## src/rtl/imem_pkg.sv

```systemverilog
// Shared definitions for the instruction-memory fetch path: opcode field,
// terminating opcodes and the fetch sequencer state encoding.
package imem_pkg;

    localparam int         OPCODE_MSB   = 31;
    localparam logic [3:0] OP_BLOCK_END = 4'hE;
    localparam logic [3:0] OP_PROG_END  = 4'hF;

    typedef enum logic [2:0] {
        ST_IDLE     = 3'd0,
        ST_WAIT_BLK = 3'd1,
        ST_FETCH    = 3'd2,
        ST_DRAIN    = 3'd3,
        ST_REARM    = 3'd4
    } fetch_state_t;

endpackage

```

## src/rtl/inst_fifo.sv

```systemverilog
// Small synchronous FIFO carrying an instruction word plus its last flag;
// head outputs come straight from storage and read as zero while empty.
module inst_fifo #(
    parameter int DATA_W = 32,
    parameter int DEPTH  = 4
) (
    input  logic                       clk,
    input  logic                       reset,
    input  logic                       push,
    input  logic [DATA_W-1:0]          push_data,
    input  logic                       push_last,
    input  logic                       pop,
    output logic                       valid,
    output logic [DATA_W-1:0]          head_data,
    output logic                       head_last,
    output logic [$clog2(DEPTH):0]     count
);

    localparam int PW = $clog2(DEPTH);

    logic [DATA_W:0] storage [DEPTH];
    logic [PW-1:0]   wr_ptr;
    logic [PW-1:0]   rd_ptr;
    logic            do_push;
    logic            do_pop;

    assign valid     = (count != '0);
    assign do_pop    = pop && valid;
    assign do_push   = push && ((count != (PW+1)'(DEPTH)) || do_pop);
    assign head_data = valid ? storage[rd_ptr][DATA_W-1:0] : '0;
    assign head_last = valid ? storage[rd_ptr][DATA_W] : 1'b0;

    always_ff @(posedge clk) begin
        if (reset) begin
            wr_ptr <= '0;
            rd_ptr <= '0;
            count  <= '0;
        end else begin
            if (do_push) wr_ptr <= wr_ptr + PW'(1);
            if (do_pop)  rd_ptr <= rd_ptr + PW'(1);
            case ({do_push, do_pop})
                2'b10:   count <= count + (PW+1)'(1);
                2'b01:   count <= count - (PW+1)'(1);
                default: count <= count;
            endcase
        end
    end

    always_ff @(posedge clk) begin
        if (do_push) storage[wr_ptr] <= {push_last, push_data};
    end

endmodule

```

## src/rtl/imem_fetch_sequencer.sv

```systemverilog
// Streams one buffer of the double-buffered instruction memory into the
// decoder FIFO, replaying missed reads, and hands the buffer back when done.
module imem_fetch_sequencer #(
    parameter int         INST_DATA_WIDTH = 32,
    parameter int         INST_ADDR_WIDTH = 10,
    parameter int         OPCODE_MSB      = imem_pkg::OPCODE_MSB,
    parameter logic [3:0] OP_BLOCK_END    = imem_pkg::OP_BLOCK_END,
    parameter logic [3:0] OP_PROG_END     = imem_pkg::OP_PROG_END,
    parameter int         FIFO_DEPTH      = 4,
    parameter int         REARM_GAP       = 3
) (
    input  logic                       clk,
    input  logic                       reset,
    input  logic                       start,
    output logic                       done,
    input  logic                       imem_block_ready,
    output logic                       imem_rd_req,
    output logic [INST_ADDR_WIDTH-1:0] imem_rd_addr,
    input  logic [INST_DATA_WIDTH-1:0] imem_rd_data,
    input  logic                       imem_rd_valid,
    output logic                       imem_rd_block_done,
    output logic                       inst_valid,
    input  logic                       inst_ready,
    output logic [INST_DATA_WIDTH-1:0] inst_data,
    output logic                       inst_last,
    output logic                       addr_overflow
);

    import imem_pkg::*;

    localparam int CW = $clog2(FIFO_DEPTH) + 1;
    localparam int OW = CW + 1;
    localparam int GW = (REARM_GAP > 1) ? $clog2(REARM_GAP) : 1;
    localparam logic [INST_ADDR_WIDTH-1:0] ADDR_ONE = 1;

    fetch_state_t               state;
    logic [INST_ADDR_WIDTH-1:0] nxt_addr;
    logic                       exp_live_p1;
    logic [INST_ADDR_WIDTH-1:0] exp_addr_p1;
    logic [GW-1:0]              gap_cnt;
    logic [CW-1:0]              fifo_count;

    logic                       rsp_hit;
    logic                       rsp_miss;
    logic                       rsp_end;
    logic                       push_last;
    logic                       stop;
    logic                       req_live;
    logic                       fifo_pop;
    logic                       can_issue;
    logic                       last_pop;
    logic [INST_ADDR_WIDTH-1:0] base_addr;
    logic [OW-1:0]              occ_next;

    // Response stage: the request registered last cycle is answered (or missed) now
    always_comb begin
        rsp_hit   = (state == ST_FETCH) && exp_live_p1 && imem_rd_valid;
        rsp_miss  = (state == ST_FETCH) && exp_live_p1 && !imem_rd_valid;
        rsp_end   = (imem_rd_data[OPCODE_MSB -: 4] == OP_BLOCK_END) ||
                    (imem_rd_data[OPCODE_MSB -: 4] == OP_PROG_END);
        push_last = rsp_end || (exp_addr_p1 == '1);
        stop      = rsp_hit && push_last;
        req_live  = imem_rd_req && !rsp_miss;
        base_addr = rsp_miss ? exp_addr_p1 : nxt_addr;
        fifo_pop  = inst_valid && inst_ready;
        last_pop  = fifo_pop && inst_last;
        // occupancy once this cycle settles, plus the read still in flight
        occ_next  = OW'(fifo_count) + OW'(rsp_hit) - OW'(fifo_pop) + OW'(req_live);
        can_issue = occ_next < OW'(FIFO_DEPTH);
    end

    always_ff @(posedge clk) begin
        if (reset) begin
            state              <= ST_IDLE;
            imem_rd_req        <= 1'b0;
            imem_rd_addr       <= '0;
            imem_rd_block_done <= 1'b0;
            done               <= 1'b0;
            addr_overflow      <= 1'b0;
            exp_live_p1        <= 1'b0;
            gap_cnt            <= '0;
        end else begin
            imem_rd_block_done <= 1'b0;
            done               <= 1'b0;
            case (state)
                ST_IDLE: begin
                    if (start) state <= ST_WAIT_BLK;
                end
                ST_WAIT_BLK: begin
                    if (imem_block_ready) begin
                        state        <= ST_FETCH;
                        imem_rd_req  <= 1'b1;
                        imem_rd_addr <= '0;
                        nxt_addr     <= ADDR_ONE;
                        exp_live_p1  <= 1'b0;
                    end
                end
                ST_FETCH: begin
                    exp_live_p1 <= req_live && !stop;
                    exp_addr_p1 <= imem_rd_addr;
                    if (stop) begin
                        state       <= ST_DRAIN;
                        imem_rd_req <= 1'b0;
                        if (!rsp_end) addr_overflow <= 1'b1;
                    end else if (can_issue) begin
                        imem_rd_req  <= 1'b1;
                        imem_rd_addr <= base_addr;
                        nxt_addr     <= base_addr + ADDR_ONE;
                    end else begin
                        imem_rd_req <= 1'b0;
                        nxt_addr    <= base_addr;
                    end
                end
                ST_DRAIN: begin
                    if (last_pop) begin
                        imem_rd_block_done <= 1'b1;
                        if (inst_data[OPCODE_MSB -: 4] == OP_PROG_END) begin
                            done  <= 1'b1;
                            state <= ST_IDLE;
                        end else begin
                            state   <= ST_REARM;
                            gap_cnt <= '0;
                        end
                    end
                end
                ST_REARM: begin
                    if (gap_cnt == GW'(REARM_GAP - 1)) state <= ST_WAIT_BLK;
                    else gap_cnt <= gap_cnt + GW'(1);
                end
                default: state <= ST_IDLE;
            endcase
        end
    end

    inst_fifo #(
        .DATA_W (INST_DATA_WIDTH),
        .DEPTH  (FIFO_DEPTH)
    ) u_fifo (
        .clk       (clk),
        .reset     (reset),
        .push      (rsp_hit),
        .push_data (imem_rd_data),
        .push_last (push_last),
        .pop       (inst_ready),
        .valid     (inst_valid),
        .head_data (inst_data),
        .head_last (inst_last),
        .count     (fifo_count)
    );

endmodule

```

## config.mk

```make
export PLATFORM = sky130hd
export DESIGN_NAME = imem_fetch_sequencer
export DESIGN_NICKNAME = d
export VERILOG_FILES = /design/src/rtl/imem_pkg.sv /design/src/rtl/inst_fifo.sv /design/src/rtl/imem_fetch_sequencer.sv
export SDC_FILE = /design/constraint.sdc
export NUM_CORES = 1
export LEC_CHECK = 0
export ABC_AREA = 1
export BUFFER_PORTS_ARGS = -buffer_cell sky130_fd_sc_hd__buf_2
export CAP_MARGIN = 25
export CORE_UTILIZATION = 55
export CTS_CLUSTER_DIAMETER = 80
export CTS_CLUSTER_SIZE = 40
export DETAILED_ROUTE_END_ITERATION = 12
export PLACE_DENSITY_LB_ADDON = 0.08
export SETUP_SLACK_MARGIN = 0.15
export SLEW_MARGIN = 20
export SYNTH_ARGS = -nofsm -noshare
export SYNTH_HDL_FRONTEND = slang
export SYNTH_HIERARCHICAL = 1
export SYNTH_SLANG_ARGS = --single-unit
```

## constraint.sdc

```tcl
create_clock -name clk -period 3.3 [get_ports clk]
set_input_delay 0.495 -clock clk [delete_from_list [all_inputs] [get_ports clk]]
set_output_delay 0.495 -clock clk [all_outputs]
set_load 0.01 [all_outputs]
```

==> results of run 1 <==
[cells by family (layout without fill, tap and decap cells)]
kind of cell | count (synthesis) | in the layout
and+or+nand+nor | 333 | 333
DFF | 181 | 181
AOI/OAI and AO/OA | 140 | 140
buffers and inverters | 100 | 201
adders and majority gates | 11 | 11
xor gates and xnor gates | 1 | 1
[worst max-delay path, stage by stage (launching register included)]
cell	delay, ns
dfxtp_2	0.51
inv_2	0.47
buf_4	0.44
o21ai_0	0.16
a21oi_1	0.25
buf_2	0.18
[cell type report]
| type | instances | area [um2] | share of cell area (%) |
|---|---|---|---|
| well taps | 180 | 225 | 2.47 |
| inverters | 67 | 251 | 2.76 |
| clock inverters | 4 | 55.1 | 0.603 |
| repair buffers | 102 | 553 | 6.06 |
| flip-flops and latches | 181 | 5150 | 56.4 |
| clock buffers | 28 | 561 | 6.14 |
| multi-input cells | 485 | 2340 | 25.6 |
[per-layer routing]
| metal | GRT usage, % | vias to the layer above | routed length (um) |
|---|---|---|---|
| met2 | 43.0 | 146 | 8690 |
| met5 | 0 | - | 0 |
| li1 | - | 2770 | - |
| met4 | 13.5 | 0 | 592 |
| met3 | 3.93 | 43 | 741 |
| met1 | 27.5 | 2647 | 6920 |
[layout by cell type (no fill, tap or decap), types with 5 or more instances in the layout]
cell type  count
edfxtp_1     152
nand2_1       92
clkbuf_1       5
o21ai_0       49
nand4_1       12
nor2_4         5
nor2_1       173
buf_4         17
nand3_1       26
buf_2         85
o21ai_1       32
dfxtp_1       28
nand2_2        7
ha_1          10
a21oi_1       50
inv_1         63
clkbuf_16     20
nor3_1         6
[per-stage QoR]
stage / utilization [%] / total power [mW]
after floorplan: - / 4.51
after global placement: 61.1 / 5.21
after detailed placement: 61.1 / 5.28
after CTS: 65.5 / 7.31
after global routing: 65.5 / 7.68
final: 65.5 / 7.28
[power by group]
group / internal, mW / switching [mW] / total, mW
Clock: 1.24 / 0.797 / 2.04
Combinational: 0.782 / 1.62 / 2.40
Sequential: 2.67 / 0.167 / 2.84
Total: 4.69 / 2.58 / 7.28
[registers in the layout, summed over array words and instances (netlist names), named ones only]
signal,flops
imem_rd_block_done,1
imem_rd_addr,10
u_fifo/rd_ptr,2
nxt_addr,10
imem_rd_req,1
u_fifo/storage,132
gap_cnt,2
u_fifo/count,3
addr_overflow,1
state,3
u_fifo/wr_ptr,2
exp_live_p1,1
exp_addr_p1,10
done,1
[worst max-delay path by stage]
stage	start	end	slack (ns)	cells after the start
3_3_place_gp	imem_rd_valid	imem_rd_addr[9]$_SDFFE_PP0P_	0.54	17
5_1_grt	state[2]$_SDFFE_PP0P_	imem_rd_addr[2]$_SDFFE_PP0P_	0.15	18
6_report	register	inst_data[13]	0.36	5
4_1_cts	register	inst_data[13]	0.36	5
2_1_floorplan	imem_rd_valid	u_fifo/storage[0][0]$_DFFE_PP_	0.34	4
3_5_place_dp	imem_rd_valid	imem_rd_addr[1]$_SDFFE_PP0P_	0.46	18
==> flow_summary_export.csv, run 1 <==
group,metric,value,unit
yosys,ys_ff_latch,181,
layout,post_route_cells_drive_above_1_share,18.7,%
global_routing,track_usage,24.2,%
sta,fin_crit_sh,89.0,%
clocking,cts_max_level,4,
global_routing,grt.overflow.total,0,
clocking,cts_inserted_buffers,17,
yosys,synth_top_area_share,57.7,%
place,place_ws,0.461,ns
yosys,synth_edf_count,152,
sta,layout_min_cycle_time,2.94,ns
layout,fin_cells,1047,
yosys,synth_ff_type,"edfxtp_1",
clocking,clk_path_buf_depth,2,
yosys,synth_cell_types,36,
setup_path,reg2reg_slack,0.49,ns
setup_path,crit_arrival,2.44,ns
setup_path,r2r_start,"state[2]$_SDFFE_PP0P_",
die,die_x,122,um
setup_path,worstRegToRegCells,17,
sta,fmax,340,MHz
layout,final_nets,903,
layout,area_growth_syn_to_layout,15.5,%
yosys,muxShareOfSynthArea,0,%
setup_path,start_kind,"register",
global_routing,grt_max_degree,39,
yosys,syn_nets,815,
place,io_buffers,85,
sta,maxSlewViolCount,0,
sta,finalHoldViolations,0,
sta,max_slew_margin,40.9,%
clocking,clock-sinks,181,
clocking,cts_tree,"yes",
flow_run,cap_violations,0,
sta,rsz0062_at_grt,"no",
setup_path,reg2reg_to,"imem_rd_addr[8]$_SDFFE_PP0P_",
route,post_drt_wl_per_cell,16.2,um
setup_path,path_max_fanout,38,
die,io_pins,86,
place,dp_hpwl,11.3,mm
setup_path,endpoint_kind,"primary output",
clocking,cts.hold.buffers_added,0,
yosys,synth_warnings,6,
yosys,syn_inst,766,
place,placed_cell_area,8510,um2
setup_path,path_class,"reg2out",
layout,stdcell_area,9130,um2
clocking,path_clk_slew,0.06,ns
sta,worst_hold_slack,0.282,ns
route,drc,0,
yosys,yosys.area_share.simple,17.7,%
route,vias,5606,
route,drt_first_pass_iters,5,
min_path,holdCritStartpoint,"imem_rd_data[10]",
sta,tightest_slew,0.883,ns
die,die_area,14900,um2
min_path,hold_path_class,"in2reg",
die,core_area,13900,um2
yosys,netlist_top_cells_area,"edfxtp_1 58%, nor2_1 8.4%, dfxtp_1 7.3%, nand2_1 4.4%, a21oi_1 3.2%",
die,rows,43,
run_status,status,"finished clean",
yosys,synth_compound_area_share,9.53,%
sta,final.setup.tns,0,ns
clocking,post_cts_resized,0,
die,start_util,56.7,%
pwr,irDropWorstVdd,433,uV
route,wl,17.0,mm
yosys,synth_top_family_by_area,"simple AND/OR/NAND/NOR gates",
yosys,seq_area_frac_synth,65.1,%
setup_path,required,2.80,ns
sta,finalSetupViolCount,0,
route,final_antenna_net_count,0,
yosys,yosysTopAreaCell,"edfxtp_1",
global_routing,grt_pass1_vias,5594,
route,drt_iter0_drc,314,
sta,finClkSkew,0.00827,ns
route,viasPerCell,5.35,
yosys,yosys-top-cells-count,"177 x nor2_1, 152 x edfxtp_1, 92 x nand2_1",
sta,fin_ws,0.363,ns
clocking,insertion_delay,0.42,ns
yosys,syn_avg_cell_area,10.3,um2
yosys,synthXorXnorAreaFrac,0.111,%
die,dieHeight,122,um
yosys,async_reset_ff_share,0,%
global_routing,antenna_found_initial,0,
yosys,synthAdderAreaFrac,1.84,%
min_path,holdPathStages,1,
global_routing,grt_pass1_wl,26.8,mm
pwr,p_leak,3.65,nW
place,dp_cells,1015,
clocking,clockRootBuffer,"clkbuf_16",
yosys,yosysMostFrequentCell,"nor2_1",
min_path,min_to,"u_fifo/storage[0][10]$_DFFE_PP_",
clocking,cts_setup_buffers,0,
place,gp_congestion,0.932,
layout,fillers,1117,
layout,diodes,0,
yosys,synth_area,7910,um2
pwr,power_density,797,nW/um2
(Power assumes the default switching activity.)
==> inputs of run 2 (changes only) <==
--- a/config.mk
+++ b/config.mk
@@ -12,7 +12,7 @@
 export CTS_CLUSTER_DIAMETER = 80
 export CTS_CLUSTER_SIZE = 40
 export DETAILED_ROUTE_END_ITERATION = 12
-export PLACE_DENSITY_LB_ADDON = 0.08
+export PLACE_DENSITY = 0.71
 export SETUP_SLACK_MARGIN = 0.15
 export SLEW_MARGIN = 20
 export SYNTH_ARGS = -nofsm -noshare
==> run 2 against run 1 <==
  * Clock skew is 0.00093 ns higher
  * Clock power shrank 2%
  * Sequential power down 2%
  * Worst hold slack worse by 0.0084 ns
==> flow_summary_export.csv, run 2 (synthesized netlist as in run 1, its figures left out) <==
group,metric,value,unit
clocking,clockRootBuffer,"clkbuf_16",
die,rows,43,
sta,maxSlewViolCount,0,
clocking,clk_path_buf_depth,2,
route,wl,16.9,mm
setup_path,endpoint_kind,"register",
global_routing,antenna_found_initial,1,
place,io_buffers,85,
layout,largest_reg_flops,132,
pwr,power_density,797,nW/um2
route,drt_iter0_drc,416,
clocking,cts_setup_buffers,0,
route,viasPerCell,5.35,
min_path,hold_path_class,"in2reg",
sta,tightest_slew,0.895,ns
die,io_pins,86,
sta,finClkSkew,0.00919,ns
setup_path,path_class,"reg2reg",
layout,mostFrequentLayoutCell,"nor2_1",
global_routing,grt.overflow.total,0,
global_routing,grt_pass1_wl,26.4,mm
layout,regMostFlops,"u_fifo/storage",
clocking,clock-sinks,181,
sta,final.setup.tns,0,ns
setup_path,start_kind,"register",
pwr,p_seq_share,38.5,%
route,drc,0,
global_routing,busiest_layer,"met2",
layout,multi_input_area,2340,um2
die,dieHeight,122,um
global_routing,track_usage,23.8,%
die,start_util,56.7,%
global_routing,grt_pass1_vias,5348,
layout,area_growth_syn_to_layout,15.1,%
sta,fin_crit_sh,85.0,%
die,core_area,13900,um2
setup_path,required,3.48,ns
clocking,cts_inserted_buffers,17,
pwr,clkPwrFrac,27.6,%
pwr,p_int,4.59,mW
sta,fmax,357,MHz
setup_path,path_common_cell,"nand2_1",
die,die_area,14900,um2
clocking,cts.hold.buffers_added,0,
die,die_x,122,um
place,dp_hpwl,10.8,mm
pwr,share_comb_of_total_power,33.9,%
layout,final_nets,901,
global_routing,grt_max_degree,37,
clocking,path_clk_slew,0.07,ns
clocking,insertion_delay,0.43,ns
layout,fillers,1097,
clocking,cts_tree,"yes",
setup_path,path_max_fanout,7,
sta,max_slew_margin,40.1,%
setup_path,critical_path.slowest_cell,"dfxtp_1",
place,gp_congestion,0.899,
flow_run,cap_violations,0,
layout,post_route_cells_drive_above_1_share,19.0,%
setup_path,crit_arrival,2.99,ns
sta,finalSetupViolCount,0,
route,drt_first_pass_iters,5,
sta,layout_min_cycle_time,2.80,ns
sta,finalHoldViolations,0,
global_routing,met3_usage,5.48,%
route,vias,5601,
layout,seqCellArea,5150,um2
global_routing,use_met2,41.3,%
pwr,total_power,7.25,mW
setup_path,max_stage_delay,0.39,ns
global_routing,grt_util_met1,28.3,%
route,post_drt_wl_per_cell,16.2,um
clocking,cts_max_level,4,
pwr,p_leak,3.63,nW
pwr,irDropWorstVdd,419,uV
sta,rsz0062_at_grt,"no",
pwr,swShare,36.6,%
layout,layout_common_cells,"173 x nor2_1, 152 x edfxtp_1, 92 x nand2_1",
setup_path,crit_chain,"nor2_2 -> nand2_2 -> nor3_4 -> inv_1 -> ha_1 -> inv_1 -> ha_1 -> nand2_1 -> nand2_1 -> nand2_1 -> nand2_1 -> nand2_1 -> nand3b_1 -> nor2_1 -> nand2_1 -> nand3_1 -> o21ai_1",
run_status,status,"finished clean",
pwr,power_switching,2.66,mW
route,final_antenna_net_count,0,
[run 2: layer usage]
layer  up-vias  wire length, um
li1       2775                -
met1      2657             6970
met2       141             8710
met3        28              861
met4         0              371
met5         -                0
[run 2: metrics by stage]
| step | instance area (um2) | worst slack (ns) | cells | util, % | hold slack [ns] |
|---|---|---|---|---|---|
| 2_1_floorplan | 7910 | 0.341 | 766 | - | 0.436 |
| 3_3_place_gp | 8500 | 0.510 | 1013 | 61.0 | 0.434 |
| 3_5_place_dp | 8500 | 0.438 | 1013 | 61.0 | 0.441 |
| 4_1_cts | 9090 | 0.488 | 1045 | 65.3 | 0.265 |
| 5_1_grt | 9100 | 0.174 | 1046 | 65.3 | 0.263 |
| 6_report | 9100 | 0.495 | 1046 | 65.3 | 0.273 |
[run 2: power by group through the flow]
stage          logic [mW]  clock network, mW  registers [mW]
2_1_floorplan        1.68                  0            2.83
3_3_place_gp         2.37                  0            2.83
3_5_place_dp         2.43                  0            2.84
4_1_cts              2.45               2.04            2.79
5_1_grt              2.75               2.14            2.80
6_report             2.46               2.00            2.79
[run 2: worst max-delay path: cells and delay by family (launching register included)]
family | cells | cell delay (ns)
and+or+nand+nor | 12 | 1.44
adders and majority gates | 2 | 0.55
DFF | 1 | 0.39
buffers and inverters | 2 | 0.10
AOI/OAI and AO/OA | 1 | 0.06
[run 2: worst paths after layout]
path,startpoint,endpoint,slack [ns],cells after the start
worst max-delay path,state[2]$_SDFFE_PP0P_,nxt_addr[6]$_SDFFCE_PN0P_,0.50,17
worst min-delay path,imem_rd_data[23],u_fifo/storage[0][23]$_DFFE_PP_,0.27,1
worst max register to register,state[2]$_SDFFE_PP0P_,nxt_addr[6]$_SDFFCE_PN0P_,0.50,17
worst min register to register,addr_overflow$_SDFFE_PP0P_,addr_overflow$_SDFFE_PP0P_,0.45,2
[run 2: timing repair]
item / 4_1_cts / 5_1_grt
endpoints found under the hold margin: 0 / 0
endpoints found under the setup margin: 0 / 3
resized for setup: 0 / 1
[run 2: final cells by class]
| class | instances | area share [%] |
|---|---|---|
| multi-input combinational | 485 | 25.7 |
| inverter | 67 | 2.76 |
| sequential | 181 | 56.6 |
| timing repair buffer | 100 | 5.91 |
| tap | 180 | 2.47 |
| clock inverter | 15 | 1.87 |
| clock buffer | 17 | 4.67 |
| antenna | 1 | 0.0275 |
